File: src/rtl/gradation_display_if.sv
// Video output bundle for the gradation test-pattern generator: RGB888,
// syncs, data enable and the derived pixel clock.
interface gradation_display_if;
    logic [7:0] VGA_R;
    logic [7:0] VGA_G;
    logic [7:0] VGA_B;
    logic       VGA_HS;
    logic       VGA_VS;
    logic       VGA_DE;
    logic       PCK;

    modport master (
        output VGA_R, VGA_G, VGA_B, VGA_HS, VGA_VS, VGA_DE, PCK
    );

    modport slave (
        input  VGA_R, VGA_G, VGA_B, VGA_HS, VGA_VS, VGA_DE, PCK
    );
endinterface

File: src/rtl/gradation_display.sv
// VGA-timed test image: four horizontal colour bands, each a 0..255 ramp
// across the line, paced by a divide-by-CLKDIV pixel tick on the system clock.
module gradation_display #(
    parameter int unsigned CLKDIV   = 5,
    parameter int unsigned HVISIBLE = 640,
    parameter int unsigned HFRONT   = 16,
    parameter int unsigned HSYNC    = 96,
    parameter int unsigned HBACK    = 48,
    parameter int unsigned VVISIBLE = 480,
    parameter int unsigned VFRONT   = 10,
    parameter int unsigned VSYNC    = 2,
    parameter int unsigned VBACK    = 33
) (
    input  logic                 CLK,
    input  logic                 RST,
    gradation_display_if.master  vid
);
    localparam int unsigned HTOTAL = HVISIBLE + HFRONT + HSYNC + HBACK;
    localparam int unsigned VTOTAL = VVISIBLE + VFRONT + VSYNC + VBACK;
    localparam int unsigned DIV_W  = $clog2(CLKDIV);
    localparam int unsigned HC_W   = $clog2(HTOTAL);
    localparam int unsigned VC_W   = $clog2(VTOTAL);
    localparam int unsigned LVL_W  = HC_W + 1;
    localparam int unsigned BAND   = VVISIBLE / 4;

    logic [DIV_W-1:0] div;
    logic [HC_W-1:0]  hc;
    logic [VC_W-1:0]  vc;

    logic             tick_c;
    logic             h_last_c;
    logic             v_last_c;
    logic             de_c;
    logic             hs_c;
    logic             vs_c;
    logic [LVL_W-1:0] dbl_c;
    logic [7:0]       lvl_c;
    logic [7:0]       r_c;
    logic [7:0]       g_c;
    logic [7:0]       b_c;

    // Pixel decode from the current raster position.
    always_comb begin
        tick_c   = (div == DIV_W'(CLKDIV - 1));
        h_last_c = (hc == HC_W'(HTOTAL - 1));
        v_last_c = (vc == VC_W'(VTOTAL - 1));
        de_c     = (hc < HC_W'(HVISIBLE)) && (vc < VC_W'(VVISIBLE));
        hs_c     = !((hc >= HC_W'(HVISIBLE + HFRONT)) &&
                     (hc <  HC_W'(HVISIBLE + HFRONT + HSYNC)));
        vs_c     = !((vc >= VC_W'(VVISIBLE + VFRONT)) &&
                     (vc <  VC_W'(VVISIBLE + VFRONT + VSYNC)));
        // Exact floor(2*hc/5); only meaningful (and <= 255) on visible pixels.
        dbl_c    = {hc, 1'b0};
        lvl_c    = 8'(dbl_c / LVL_W'(5));
        r_c      = '0;
        g_c      = '0;
        b_c      = '0;
        if (de_c) begin
            if (vc < VC_W'(BAND)) begin
                r_c = lvl_c;
            end else if (vc < VC_W'(2 * BAND)) begin
                g_c = lvl_c;
            end else if (vc < VC_W'(3 * BAND)) begin
                b_c = lvl_c;
            end else begin
                r_c = lvl_c;
                g_c = lvl_c;
                b_c = lvl_c;
            end
        end
    end

    // Divider, raster counters and registered video outputs.
    always_ff @(posedge CLK) begin
        if (RST) begin
            div        <= '0;
            hc         <= '0;
            vc         <= '0;
            vid.PCK    <= 1'b0;
            vid.VGA_HS <= 1'b1;
            vid.VGA_VS <= 1'b1;
            vid.VGA_DE <= 1'b0;
            vid.VGA_R  <= '0;
            vid.VGA_G  <= '0;
            vid.VGA_B  <= '0;
        end else begin
            div <= tick_c ? '0 : div + DIV_W'(1);
            // Registered one step early so PCK is high exactly while div is 2..3.
            vid.PCK <= (div == DIV_W'(1)) || (div == DIV_W'(2));
            if (tick_c) begin
                vid.VGA_HS <= hs_c;
                vid.VGA_VS <= vs_c;
                vid.VGA_DE <= de_c;
                vid.VGA_R  <= r_c;
                vid.VGA_G  <= g_c;
                vid.VGA_B  <= b_c;
                hc <= h_last_c ? '0 : hc + HC_W'(1);
                if (h_last_c) begin
                    vc <= v_last_c ? '0 : vc + VC_W'(1);
                end
            end
        end
    end
endmodule

File: src/flat_wrapper.sv
// flat-port wrapper written by rule: the top's interface ports become plain ports
module gradation_display_flat 
#(
    parameter int unsigned CLKDIV   = 5,
    parameter int unsigned HVISIBLE = 640,
    parameter int unsigned HFRONT   = 16,
    parameter int unsigned HSYNC    = 96,
    parameter int unsigned HBACK    = 48,
    parameter int unsigned VVISIBLE = 480,
    parameter int unsigned VFRONT   = 10,
    parameter int unsigned VSYNC    = 2,
    parameter int unsigned VBACK    = 33
)
  (CLK, RST, vid_VGA_R, vid_VGA_G, vid_VGA_B, vid_VGA_HS, vid_VGA_VS, vid_VGA_DE, vid_PCK);
  gradation_display_if vid_i ();
  input  logic CLK;
  input  logic RST;
  output wire logic [$bits(vid_i.VGA_R)-1:0] vid_VGA_R;
  output wire logic [$bits(vid_i.VGA_G)-1:0] vid_VGA_G;
  output wire logic [$bits(vid_i.VGA_B)-1:0] vid_VGA_B;
  output wire logic [$bits(vid_i.VGA_HS)-1:0] vid_VGA_HS;
  output wire logic [$bits(vid_i.VGA_VS)-1:0] vid_VGA_VS;
  output wire logic [$bits(vid_i.VGA_DE)-1:0] vid_VGA_DE;
  output wire logic [$bits(vid_i.PCK)-1:0] vid_PCK;
  assign vid_VGA_R = vid_i.VGA_R;
  assign vid_VGA_G = vid_i.VGA_G;
  assign vid_VGA_B = vid_i.VGA_B;
  assign vid_VGA_HS = vid_i.VGA_HS;
  assign vid_VGA_VS = vid_i.VGA_VS;
  assign vid_VGA_DE = vid_i.VGA_DE;
  assign vid_PCK = vid_i.PCK;
  gradation_display #(.CLKDIV(CLKDIV), .HVISIBLE(HVISIBLE), .HFRONT(HFRONT), .HSYNC(HSYNC), .HBACK(HBACK), .VVISIBLE(VVISIBLE), .VFRONT(VFRONT), .VSYNC(VSYNC), .VBACK(VBACK)) u_core (.CLK(CLK), .RST(RST), .vid(vid_i));
endmodule
File: config.mk
export PLATFORM = sky130hd
export DESIGN_NAME = gradation_display_flat
export DESIGN_NICKNAME = d
export VERILOG_FILES = /design/src/rtl/gradation_display_if.sv /design/src/rtl/gradation_display.sv /design/src/flat_wrapper.sv
export SDC_FILE = /design/constraint.sdc
export NUM_CORES = 1
export LEC_CHECK = 0
export BUFFER_PORTS_ARGS = -buffer_cell sky130_fd_sc_hd__clkbuf_2
export CORE_MARGIN = 10
export CORE_UTILIZATION = 35
export DETAILED_ROUTE_END_ITERATION = 16
export SYNTH_ARGS = -nofsm -noshare
export SYNTH_HDL_FRONTEND = slang
export SYNTH_SLANG_ARGS = --single-unit
export TNS_END_PERCENT = 1
File: constraint.sdc
create_clock -name CLK -period 5.6 [get_ports CLK]
set_input_delay 0.84 -clock CLK [delete_from_list [all_inputs] [get_ports CLK]]
set_output_delay 0.84 -clock CLK [all_outputs]
set_load 0.01 [all_outputs]
==> metrics.txt <==
run status complete, no violations; antenna violations before repair 0; most frequent cell after synthesis nand2_1; # Post-CTS Setup Buffers 0; r2r worst-path depth 11; grt ovf 0; Synth Register Bits 51; Overall Power 0.000751 W; number of flops mapped to enable cells by yosys 0; leading area contributor after synthesis dfxtp_1; clk sink count 51; Worst-Skew Late Latency 0.29 ns; Max IR drop VDD approximately 160 µV; min-delay worst type register to register; Crit. Startpoint u_core.hc[6]; total track usage ~14%; utilization after layout 38.8%; IO buf count 29; Gate power share roughly 3.6%; Cell variety after synth a little under 90; Layout Skew roughly 0.009 ns; Critical Path RT about 5.8 ns; Seq/Total Area, Yosys 24.9%; Netlist Area Pre-Place 4100 µm²; FFs w/ async S/R, synth 0%; Final #Nets roughly 560; max_cap viols 0; worst-margin pin slew 1.04 ns; DRC Markers 0; violation count after the first detailed-route iteration 376; via count roughly 4200; Slew Limit Fails 0; worst r2r src u_core.hc[6]; Area growth syn-to-layout 8.38%; RSZ-0062 raised after global routing false; DR vias/cell 6.04; Initial Util 35.8%; final wirelength approximately 12000 µm; Leak ~1.5 nW; worst-path cell chain buf_4, xor2_1, nor3_1, a211oi_1, o32ai_1, nor4_1, mux2_2, nor3_2, mux2i_1, a32oi_2, o21ai_1; fmax around 250 MHz; first-pass GRT wire length about 19000 µm; CTS resizes 0; min Tclk post-route just over 4 ns; NetSw 0.000161 W; post-synth top area share approximately 25%; Die X 128 µm; TritonRoute pass-1 iters 6; boundary pin count 30; vias in the first global route between 3000 and 4000; Syn Nets about 560; critical path endpoint u_core.vid.VGA_B[1]; Cells after DPL roughly 680; Max clock buf depth 2; die area between 15000 and 20000 µm²; Fin. Hold Viols 0; Worst R2R End u_core.vid.VGA_B[1]; Pint 0.000590 W; top_reg_cell synth dfxtp_1; Startpoint Class register; worst-path maximum fanout 25; syn_area_per_cell ~7.5 µm²; critical path class register to register; Detail Placement HPWL 8820 µm; clock group share of total power about 47%; fraction of the cycle the final worst path needs 72.3%; Arrival @ worst endpoint approximately 4.2 ns; final setup fails 0; Critical Path End Type register; ranking of synthesized cells by area dfxtp_1 25%, nand2_1 5.8%, nor2_1 4.7%, o21ai_0 4.6%, a21oi_1 3.3%; gpl congestion just under 1; Synth Warn # 0; CP max stage delay slightly below 0.9 ns; register share of total power 49.5%; layout cells sized above 1 13.5%; pwr/cell area between 150 and 200 nW/µm²; H-tree depth 2; FF-to-FF setup slack about 1.6 ns; CTS tree yes; Worst path slowest cell dfxtp_1; Non-Filler Instances 691; largest net degree at the start of global routing 48; CTS Hold Buffers Added 0; antenna diode count 0; Antenna Nets Post-Route 0; Clock transition at path regs around 0.07 ns; worst path bufs/invs 1; DR WL/cell around 17 µm; Num CTS Buffers 5; synthesized instance count roughly 550; Core ar. around 11000 µm²; Crit. path cell count 11; Switching Share a little over a fifth; row count 39; design area approximately 4400 µm²; root buffer cell clkbuf_16; Post-DP Area approximately 4300 µm²; setup tns final 0 ns; DIE HEIGHT 128 µm; Fillers between 1000 and 1500; CP delay by family, top compound AO/OA/AOI/OAI gates; Commonest cells post-synth 63 x nand2_1, 51 x dfxtp_1, 51 x nor2_1; Slew headroom a little under a third
## through the flow
stage	hold slack, ns	setup WS (ns)
after floorplan	0.456	2.66
after global placement	0.439	1.68
after detailed placement	0.445	1.61
after CTS	0.462	1.60
after global routing	0.478	1.26
final	0.455	1.55
## logic make-up after synthesis
logic type / synth area share (%)
xor+xnor: 5.79
compound gates: 27.7
flops: 24.9
simple gates: 29.6
mux: 2.35
buf+inv: 6.98
fa+ha+maj: 2.74
## layout by cell type, fill, tap and decap left out, types with 11 or more instances in the layout
master,count
nor3_1,18
clkbuf_2,29
nor2_1,51
buf_4,12
nand2_1,63
inv_1,11
dfxtp_1,51
nand3_1,19
xnor2_1,14
a21oi_1,27
o21ai_0,38
## area by class of cell
cell class	instances	area, µm²	area share, %
inverter	13	48.8	1.10
timing repair buffer	41	235	5.29
multi-input combinational	435	2800	62.9
sequential	51	1020	23.0
tap	143	179	4.02
clock inverter	2	38.8	0.872
clock buffer	6	129	2.90
## worst min path at each step
stage	start	endpoint	slack [ns]	cells after the start
2_1_floorplan	u_core.div[2]	u_core.vid.PCK	0.46	1
3_3_place_gp	u_core.vid.VGA_DE	u_core.vid.VGA_DE	0.44	1
3_5_place_dp	u_core.vid.VGA_DE	u_core.vid.VGA_DE	0.45	1
4_1_cts	u_core.vid.VGA_DE	u_core.vid.VGA_DE	0.46	1
5_1_grt	u_core.vid.VGA_DE	u_core.vid.VGA_DE	0.48	1
6_report	u_core.vid.VGA_G[5]	u_core.vid.VGA_G[5]	0.45	2
## power by group through the flow
stage / sequential [W] / combinational (W) / clock (W)
6_report: 0.000372 / 0.0000273 / 0.000352
4_1_cts: 0.000372 / 0.0000279 / 0.000356
3_3_place_gp: 0.000380 / 0.0000271 / 0
5_1_grt: 0.000372 / 0.0000312 / 0.000373
2_1_floorplan: 0.000380 / 0.0000195 / 0
3_5_place_dp: 0.000380 / 0.0000279 / 0
## worst min-delay path, cell delays in order, from the launching register on
cell and delay (ns):
dfxtp_1 0.33, nand2_1 0.04, o21ai_0 0.05
## registers in the layout (all words and copies together), names as in the netlist
name,flops
u_core.vid.VGA_R,8
u_core.vid.VGA_DE,1
u_core.div,3
u_core.vid.VGA_VS,1
u_core.vid.PCK,1
u_core.vid.VGA_B,8
u_core.hc,10
u_core.vid.VGA_HS,1
u_core.vid.VGA_G,8
u_core.vc,10
## per-layer routing
layer  GRT usage (%)  part of all wire [%]  vias to the layer above
met5               0                     0                        -
met4            6.42                   3.7                        0
met3            2.11                   5.5                       35
met2            21.5                    46                      157
met1            18.5                    45                     1968
li1                -                     -                     2013
(Power assumes the default switching activity.)
